`src/rtl/moore_pkg.sv`:
```
// Shared types and constants for the Moore FSM stimulus sequencer.
// Symbols are the 2-bit X codes the lab Moore machine consumes.
package moore_pkg;

    localparam int SYM_W = 2;

    localparam logic [SYM_W-1:0] X_IDLE = 2'b00;

    typedef enum logic [1:0] {
        IDLE = 2'd0,
        RUN  = 2'd1,
        DONE = 2'd2
    } state_e;

endpackage

```
`src/rtl/moore_seq_ctrl_if.sv`:
```
// Bundle of load, control, status and X/Z signals between the stimulus side
// (master) and the sequencer (slave).
interface moore_seq_ctrl_if
    import moore_pkg::*;
#(
    parameter int HOLD_W = 4,
    parameter int CNT_W  = 8
) ();

    logic              load_valid;
    logic [SYM_W-1:0]  load_data;
    logic              load_ready;
    logic              clear;
    logic              start;
    logic              abort;
    logic [HOLD_W-1:0] hold_cycles;
    logic              repeat_en;
    logic [SYM_W-1:0]  X;
    logic              Z;
    logic              busy;
    logic              done;
    logic [CNT_W-1:0]  z_count;

    modport master (
        output load_valid, load_data, clear, start, abort, hold_cycles, repeat_en, Z,
        input  load_ready, X, busy, done, z_count
    );

    modport slave (
        input  load_valid, load_data, clear, start, abort, hold_cycles, repeat_en, Z,
        output load_ready, X, busy, done, z_count
    );

endinterface

```
`src/rtl/moore_sym_buf.sv`:
```
// Append-only symbol store with fill count; replayable through a combinational
// read port. Writes and clears are accepted only while the controller is idle.
module moore_sym_buf
    import moore_pkg::*;
#(
    parameter int DEPTH  = 8,
    parameter int IDX_W  = $clog2(DEPTH),
    parameter int FILL_W = IDX_W + 1
) (
    input  logic              clk,
    input  logic              rst_n,
    input  logic              is_idle,
    input  logic              clear,
    input  logic              load_valid,
    input  logic [SYM_W-1:0]  load_data,
    input  logic [IDX_W-1:0]  rd_addr,
    output logic [SYM_W-1:0]  rd_data,
    output logic [FILL_W-1:0] fill,
    output logic              load_ready
);

    logic [FILL_W-1:0] fill_q, fill_d;
    logic [SYM_W-1:0]  mem_q [DEPTH];
    logic [SYM_W-1:0]  mem_d [DEPTH];
    logic              wr_en;

    // Clear beats a simultaneous write, so the dropped symbol never lands.
    always_comb begin
        load_ready = is_idle && (fill_q < FILL_W'(DEPTH));
        wr_en      = load_valid && load_ready && !clear;
        fill_d     = fill_q;
        mem_d      = mem_q;
        if (is_idle && clear) begin
            fill_d = '0;
        end else if (wr_en) begin
            fill_d                        = fill_q + FILL_W'(1);
            mem_d[fill_q[IDX_W-1:0]]      = load_data;
        end
    end

    always_ff @(posedge clk or negedge rst_n) begin
        if (!rst_n) begin
            fill_q <= '0;
        end else begin
            fill_q <= fill_d;
        end
    end

    always_ff @(posedge clk) begin
        mem_q <= mem_d;
    end

    assign rd_data = mem_q[rd_addr];
    assign fill    = fill_q;

endmodule

```
`src/rtl/moore_seq_ctrl.sv`:
```
// Replays buffered X symbols into the lab Moore FSM, holding each for a
// latched number of clocks, and counts RUN cycles where its Z output is high.
module moore_seq_ctrl
    import moore_pkg::*;
#(
    parameter int DEPTH  = 8,
    parameter int HOLD_W = 4,
    parameter int CNT_W  = 8
) (
    input logic              CLK,
    input logic              RST_N,
    moore_seq_ctrl_if.slave  bus
);

    localparam int IDX_W  = $clog2(DEPTH);
    localparam int FILL_W = IDX_W + 1;

    localparam logic [1:0] S_IDLE = IDLE;
    localparam logic [1:0] S_RUN  = RUN;
    localparam logic [1:0] S_DONE = DONE;

    logic [1:0]        state_q, state_d;
    logic [SYM_W-1:0]  x_q, x_d;
    logic [IDX_W-1:0]  rd_idx_q, rd_idx_d;
    logic [HOLD_W-1:0] hold_cnt_q, hold_cnt_d;
    logic [HOLD_W-1:0] hold_lat_q, hold_lat_d;
    logic              rep_lat_q, rep_lat_d;
    logic [CNT_W-1:0]  z_count_q, z_count_d;

    logic [IDX_W-1:0]  rd_addr;
    logic [SYM_W-1:0]  rd_data;
    logic [FILL_W-1:0] fill;
    logic              last_sym;
    logic              start_ok;

    moore_sym_buf #(
        .DEPTH (DEPTH)
    ) u_buf (
        .clk        (CLK),
        .rst_n      (RST_N),
        .is_idle    (state_q == S_IDLE),
        .clear      (bus.clear),
        .load_valid (bus.load_valid),
        .load_data  (bus.load_data),
        .rd_addr    (rd_addr),
        .rd_data    (rd_data),
        .fill       (fill),
        .load_ready (bus.load_ready)
    );

    // The single read port serves both the first symbol at start and the
    // next symbol (or wrap to entry 0) during playback.
    always_comb begin
        last_sym = ({1'b0, rd_idx_q} == (fill - FILL_W'(1)));
        start_ok = bus.start && !bus.clear && (fill != '0);
        rd_addr  = '0;
        if (state_q == S_RUN && !last_sym) begin
            rd_addr = rd_idx_q + IDX_W'(1);
        end
    end

    always_comb begin
        state_d    = state_q;
        x_d        = x_q;
        rd_idx_d   = rd_idx_q;
        hold_cnt_d = hold_cnt_q;
        hold_lat_d = hold_lat_q;
        rep_lat_d  = rep_lat_q;
        z_count_d  = z_count_q;
        case (state_q)
            S_IDLE: begin
                if (start_ok) begin
                    state_d    = S_RUN;
                    hold_lat_d = bus.hold_cycles;
                    rep_lat_d  = bus.repeat_en;
                    x_d        = rd_data;
                    rd_idx_d   = '0;
                    hold_cnt_d = bus.hold_cycles;
                    z_count_d  = '0;
                end
            end
            S_RUN: begin
                if (bus.abort) begin
                    state_d = S_IDLE;
                    x_d     = X_IDLE;
                end else begin
                    if (bus.Z && (z_count_q != '1)) begin
                        z_count_d = z_count_q + CNT_W'(1);
                    end
                    if (hold_cnt_q != '0) begin
                        hold_cnt_d = hold_cnt_q - HOLD_W'(1);
                    end else if (last_sym && !rep_lat_q) begin
                        state_d = S_DONE;
                        x_d     = X_IDLE;
                    end else begin
                        rd_idx_d   = rd_addr;
                        x_d        = rd_data;
                        hold_cnt_d = hold_lat_q;
                    end
                end
            end
            S_DONE: begin
                state_d = S_IDLE;
            end
            default: begin
                state_d = S_IDLE;
                x_d     = X_IDLE;
            end
        endcase
    end

    always_ff @(posedge CLK or negedge RST_N) begin
        if (!RST_N) begin
            state_q    <= S_IDLE;
            x_q        <= X_IDLE;
            rd_idx_q   <= '0;
            hold_cnt_q <= '0;
            hold_lat_q <= '0;
            rep_lat_q  <= 1'b0;
            z_count_q  <= '0;
        end else begin
            state_q    <= state_d;
            x_q        <= x_d;
            rd_idx_q   <= rd_idx_d;
            hold_cnt_q <= hold_cnt_d;
            hold_lat_q <= hold_lat_d;
            rep_lat_q  <= rep_lat_d;
            z_count_q  <= z_count_d;
        end
    end

    assign bus.X       = x_q;
    assign bus.busy    = (state_q == S_RUN);
    assign bus.done    = (state_q == S_DONE);
    assign bus.z_count = z_count_q;

endmodule

```
`src/flat_wrapper.sv`:
```
// flat-port wrapper written by rule: the top's interface ports become plain ports
module moore_seq_ctrl_flat import moore_pkg::*;
#(
    parameter int DEPTH  = 8,
    parameter int HOLD_W = 4,
    parameter int CNT_W  = 8
)
  (CLK, RST_N, bus_load_valid, bus_load_data, bus_clear, bus_start, bus_abort, bus_hold_cycles, bus_repeat_en, bus_Z, bus_load_ready, bus_X, bus_busy, bus_done, bus_z_count);
  moore_seq_ctrl_if #(.HOLD_W(HOLD_W), .CNT_W(CNT_W)) bus_i ();
  input logic CLK;
  input logic RST_N;
  input wire logic [$bits(bus_i.load_valid)-1:0] bus_load_valid;
  input wire logic [$bits(bus_i.load_data)-1:0] bus_load_data;
  input wire logic [$bits(bus_i.clear)-1:0] bus_clear;
  input wire logic [$bits(bus_i.start)-1:0] bus_start;
  input wire logic [$bits(bus_i.abort)-1:0] bus_abort;
  input wire logic [$bits(bus_i.hold_cycles)-1:0] bus_hold_cycles;
  input wire logic [$bits(bus_i.repeat_en)-1:0] bus_repeat_en;
  input wire logic [$bits(bus_i.Z)-1:0] bus_Z;
  output wire logic [$bits(bus_i.load_ready)-1:0] bus_load_ready;
  output wire logic [$bits(bus_i.X)-1:0] bus_X;
  output wire logic [$bits(bus_i.busy)-1:0] bus_busy;
  output wire logic [$bits(bus_i.done)-1:0] bus_done;
  output wire logic [$bits(bus_i.z_count)-1:0] bus_z_count;
  assign bus_i.load_valid = bus_load_valid;
  assign bus_i.load_data = bus_load_data;
  assign bus_i.clear = bus_clear;
  assign bus_i.start = bus_start;
  assign bus_i.abort = bus_abort;
  assign bus_i.hold_cycles = bus_hold_cycles;
  assign bus_i.repeat_en = bus_repeat_en;
  assign bus_i.Z = bus_Z;
  assign bus_load_ready = bus_i.load_ready;
  assign bus_X = bus_i.X;
  assign bus_busy = bus_i.busy;
  assign bus_done = bus_i.done;
  assign bus_z_count = bus_i.z_count;
  moore_seq_ctrl #(.DEPTH(DEPTH), .HOLD_W(HOLD_W), .CNT_W(CNT_W)) u_core (.CLK(CLK), .RST_N(RST_N), .bus(bus_i));
endmodule
```
`config.mk`:
```
export PLATFORM = sky130hd
export DESIGN_NAME = moore_seq_ctrl_flat
export DESIGN_NICKNAME = d
export VERILOG_FILES = /design/src/rtl/moore_pkg.sv /design/src/rtl/moore_seq_ctrl_if.sv /design/src/rtl/moore_sym_buf.sv /design/src/rtl/moore_seq_ctrl.sv /design/src/flat_wrapper.sv
export SDC_FILE = /design/constraint.sdc
export NUM_CORES = 1
export LEC_CHECK = 0
export ABC_CLOCK_PERIOD_IN_PS = 7000
export CAP_MARGIN = 20
export CORE_ASPECT_RATIO = 2
export CORE_MARGIN = 2
export CORE_UTILIZATION = 60
export CTS_CLUSTER_SIZE = 40
export DETAILED_ROUTE_END_ITERATION = 12
export PLACE_DENSITY_LB_ADDON = 0.1
export SETUP_SLACK_MARGIN = 0.05
export SLEW_MARGIN = 10
export SYNTH_ARGS = -nofsm -noshare
export SYNTH_HDL_FRONTEND = slang
export SYNTH_HIERARCHICAL = 1
export SYNTH_SLANG_ARGS = --single-unit
export TNS_END_PERCENT = 20
```
`constraint.sdc`:
```
create_clock -name CLK -period 7 [get_ports CLK]
set_input_delay 2.1 -clock CLK [delete_from_list [all_inputs] [get_ports CLK]]
set_output_delay 2.1 -clock CLK [all_outputs]
set_load 0.005 [all_outputs]
```
# Word-level counts from Yosys, hierarchy flattened
# Index checks and enable logic that the tools add are counted.
# op_classes
n_addsub	5
n_lt_le_gt_ge	4
n_eq_ne	12
mux	33
bitwise	4
n_reduce_logical	25
# ops
op	n
$mux 4	6
$mux 8	3
$mux 2	11
$bwmux 16	1
$pmux 8 s2	1
$mux 3	5
$logic_and 1x1->1	10
$add 8x1->8 const B	1
$ge 4x4->1 const B	2
$ne 8x8->1 const B	1
$not 3->4	2
$pmux 4 s2	1
$reduce_and 4->1	2
$reduce_bool 4->1	2
$sub 4x1->4 const B	2
$bmux 2 s3	1
$demux 2 s3	1
$ne 2x2->1 const B	3
$ne 3x2->1 const B	2
$pmux 2 s3	1
$pmux 3 s2	1
$reduce_and 3->1	2
$reduce_and 5->1	1
$add 4x1->4 const B	1
other kinds (14)	20
# word_totals
regBits	44
input_bits	14
word_cells	99

# Longest topological paths before layout
# logic_depth
ltp_word	13
depth_mapped	11

# Cells and area by module
# Netlist, hierarchy kept.
# by_module_without_submodules
module	instances	cells_per_inst	area_each_um2	seq_area_each_um2
moore_seq_ctrl	1	151	1471.4	600.6
moore_sym_buf	1	52	870.8	580.6

# Worst setup path before layout
# No wires, ideal clock.
# synth_path
path_kind	input port to flip-flop
startpoint	input port bus_abort
endpoint	register u_core.z_count_q[5], in the netlist u_core/bus.z_count[5]
setup_time_ns	0.121
t_arrival_ns	3.262
t_required_ns	6.879
setup_slack_ns	3.617
stages	5
path_buffers	0
cell_sequence	or4bb_1 o31a_4 nor4_1 xnor2_1 nor2_2
# synth_between
elab_chain_cells	2
# synth_rtl
element	line	source
start, declared	flat_wrapper.sv:16	input wire logic [$bits(bus_i.abort)-1:0] bus_abort;
$ne 2x2->1 (no source line)	--	
$reduce_and 4->1 (no source line)	--	
end signal, assigned	moore_seq_ctrl.sv:128	z_count_q <= z_count_d;
end, declared	moore_seq_ctrl.sv:28	logic [CNT_W-1:0] z_count_q, z_count_d;
# No other way between the ends.
# A chain may end at the register's enable or synchronous reset.

# Worst setup path after layout
# layout_path
startpoint	register u_core.state_q[0]
endpoint	output port bus_busy
# layout_between
elab_chain_cells	1
# layout_rtl
element	line	source
start, declared	moore_seq_ctrl.sv:22	logic [1:0] state_q, state_d;
start signal, assigned	moore_seq_ctrl.sv:122	state_q <= state_d;
$eq 2x1->1	moore_seq_ctrl.sv:133	assign bus.busy = (state_q == S_RUN);
end, declared	flat_wrapper.sv:22	output wire logic [$bits(bus_i.busy)-1:0] bus_busy;
# No other way between the ends.

==> results.py <==
metrics = {
    "die": {
        "dieArea_um2": 4450,
        "die_w_um": 48.2,
        "die_y_um": 92.4,
        "io_pins": 27,
        "rows": 32,
        "coreArea_um2": 3800,
        "start_util_pct": 61.6,
    },
    "timing": {
        "fin_worst_skew_ns": 0.00867,
        "slew_viol_final": 0,
        "rsz0062_at_grt": "false",
        "max_freq_mhz": 242,
        "min_period_ns": 4.14,
        "slew_headroom_pct": 29.7,
        "period_share_pct": 59.1,
        "hold_violations": 0,
        "tns_ns": 0,
        "setup_viol": 0,
        "worstMarginPinSlew_ns": 1.05,
    },
    "synthesis": {
        "synth-edff-count": 16,
        "ys_top_cells_by_count": "dfrtp_1, nor2_1, edfxtp_1, nand2_1, mux2_2",
        "synth_fa_ha_area_share_pct": 3.21,
        "synth_compound_area_share_pct": 10.9,
        "synth.top_cell.area_share_pct": 29.9,
        "synthSimpleGateAreaFrac_pct": 19.9,
        "synth_top_family_by_area": "simple AND/OR/NAND/NOR gates",
        "avgSynthCellArea_um2": 11.5,
        "ys.flop_type": "dfrtp_1",
        "syn-cell-area_um2": 2340,
        "synth_nets": 223,
        "synth_most_common_cell": "dfrtp_1",
        "ys_async_sr_fraction_pct": 63.6,
        "synth_top_area_cell": "dfrtp_1",
        "yosysUniqueCellTypes": 52,
        "synth.mux.area_fraction_pct": 9.78,
        "synthXorXnorAreaFrac_pct": 3.37,
        "yosysSeqAreaShare_pct": 50.4,
        "yosys-top-cells-area": "dfrtp_1, edfxtp_1, mux2_2",
        "synthesis.instances": 203,
        "ys_ff_latch": 44,
        "ys_warn_count": 6,
    },
    "pwr": {
        "ir_drop_mv": 0.233,
        "p_total_uw": 729,
        "cellPowerDensity_nw_per_um2": 266,
        "p_leak_uw": 0.00108,
    },
    "finish": {
        "areaGrowthSynthToFinish_pct": 16.9,
        "drive_gt1_share_pct": 13.6,
        "nets": 254,
        "multi_input_area_um2": 1100,
        "fin_cells": 286,
        "utilization_pct": 72.0,
        "ff_latch_area_um2": 1180,
        "diodes": 0,
        "fillers": 302,
    },
    "setup_path": {
        "reg2reg_depth": 11,
        "r2r-end": "u_core/bus.X[1]",
        "slowest_delay_ns": 0.53,
        "end_kind": "output port",
        "cp_top_family": "buffers and inverters",
        "crit_arrival_ns": 2.04,
        "timing.rr.start": "u_core/u_buf/fill[1]",
        "crit_chain": "nand2b_1, clkinv_1, clkdlybuf4s50_1",
        "path_buf_inv": 2,
        "cp-start-kind": "flop",
        "worstSetupPathType": "reg2out",
        "rrSetupSlack_ns": 3.48,
        "worstPathRequired_ns": 4.90,
        "cp_slowest_cell": "clkdlybuf4s50_1",
        "path_max_fanout": 10,
    },
    "run_status": {
        "status": "complete, no violations",
    },
    "global_route": {
        "grt_remaining_overflow": 0,
        "grt_max_degree": 29,
        "grt_pass1_vias": 1737,
        "antenna_found_initial": 0,
        "track_usage_pct": 25.7,
        "grt_first_pass_wirelength_mm": 8.02,
    },
    "route": {
        "drc_errors": 0,
        "wl_met3_um": 105,
        "highest_layer": "met4",
        "drtIter0Drc": 37,
        "wl_met2_mm": 3.08,
        "ant_nets": 0,
        "via_per_inst": 5.95,
        "wire_per_inst_um": 17.8,
        "wl_mm": 5.09,
        "wl_met1_mm": 1.75,
        "vias": 1701,
        "dr.pass1.iters": 4,
    },
    "placement": {
        "gp_congestion": 0.865,
        "dp_hpwl_mm": 3.91,
        "dp.cells": 278,
        "port_buffers": 26,
    },
    "min_path": {
        "min_to": "u_core/bus.X[0]",
        "min_path_cells": 2,
        "hold_path_class": "reg2reg",
        "min_from": "u_core/bus.X[0]",
    },
    "clock_network": {
        "cts_max_path_buffers": 2,
        "numCtsBuffers": 5,
        "postCtsHoldBufs": 0,
        "insertion_delay_ns": 0.30,
        "clk_pin_slew_worst_paths_ns": 0.08,
        "root_buffer": "clkbuf_8",
        "cts_resized": 0,
        "cts_tree": "yes",
        "cts_setup_buffers": 0,
        "htreeDepth": 2,
        "cts_num_sinks": 44,
    },
    "flow_run": {
        "maxCapViolations": 0,
    },
}
per-stage QoR:
stage,hold WS [ns],instance area (µm²),setup slack (ns)
finish,0.515,2740,2.86
global route,0.541,2740,2.78
CTS,0.521,2740,2.86
detailed placement,0.501,2650,2.64
global placement,0.486,2650,2.74
floorplan,0.473,2340,3.62
cells in the final DEF, fill, tap and decap left out, types with 2 or more instances in the layout:
master | synthesis | layout
and3b_1 | 2 | 2
o2111ai_1 | 2 | 2
clkdlybuf4s50_1 | 0 | 26
o21a_1 | 2 | 2
dfrtp_1 | 28 | 28
xnor2_1 | 8 | 8
nor3b_1 | 3 | 3
a21oi_1 | 4 | 4
edfxtp_1 | 16 | 16
a22o_1 | 5 | 5
or3_1 | 2 | 2
nor2b_1 | 3 | 3
clkbuf_8 | 0 | 5
o21ai_0 | 9 | 9
mux2_2 | 11 | 11
nand3_1 | 4 | 4
nor3_2 | 2 | 2
mux4_1 | 4 | 4
nor3_1 | 6 | 6
nand2_1 | 16 | 16
ha_1 | 6 | 6
inv_1 | 9 | 9
nor4_1 | 3 | 3
nand2b_1 | 8 | 8
nor2_2 | 2 | 2
nor2_1 | 20 | 20
report_power, final:
part | internal [µW] | total, µW | switching (µW)
clock network | 70.0 | 154 | 84.2
logic | 111 | 211 | 101
registers | 312 | 363 | 51.1
total | 493 | 729 | 236
worst min-delay path: cells and delay by family, from the launching register on:
family,cells,cell delay [ns]
DFF,1,0.36
and+or+nand+nor,1,0.05
AOI/OAI and AO/OA,1,0.07
metal layers:
metal | up-vias | global-route usage [%]
met2 | 32 | 47.5
li1 | 811 | -
met5 | - | 0
met1 | 845 | 25.1
met4 | 0 | 10.6
met3 | 13 | 4.09
logic make-up (layout without fill, tap and decap cells):
group,after synthesis,count (layout)
AO/OA/AOI/OAI,34,34
XOR/XNOR,9,9
adder cells (fa/ha/maj),6,6
buffers and inverters,13,45
flip-flops,44,44
multiplexers,15,15
AND/OR/NAND/NOR,82,82
worst max-delay path by stage:
stage	slack, ns	cells after the start	to	start
2_1_floorplan	3.62	5	u_core/bus.z_count[5]	bus_abort
3_3_place_gp	2.74	5	u_core/hold_cnt_q[1]	bus_clear
3_5_place_dp	2.64	5	u_core/hold_cnt_q[3]	bus_clear
4_1_cts	2.86	3	bus_busy	u_core/state_q[0]
5_1_grt	2.78	3	bus_busy	u_core/state_q[0]
6_report	2.86	3	bus_busy	u_core/state_q[0]
registers in the layout (all words and copies together) (netlist names):
register	cells
u_core/u_buf/mem_q	16
u_core/bus.z_count	8
u_core/hold_cnt_q	4
u_core/hold_lat_q	4
u_core/u_buf/fill	4
u_core/rd_idx_q	3
u_core/bus.X	2
u_core/state_q	2
u_core/rep_lat_q	1
area by class of cell:
cell class	count	area share, %
clock inverter	2	0.411
timing repair buffer	27	9.78
tap	51	2.33
inverter	10	1.37
multi-input combinational	146	40.3
clock buffer	6	2.65
sequential	44	43.1
Power figures use the tool's default switching activity.
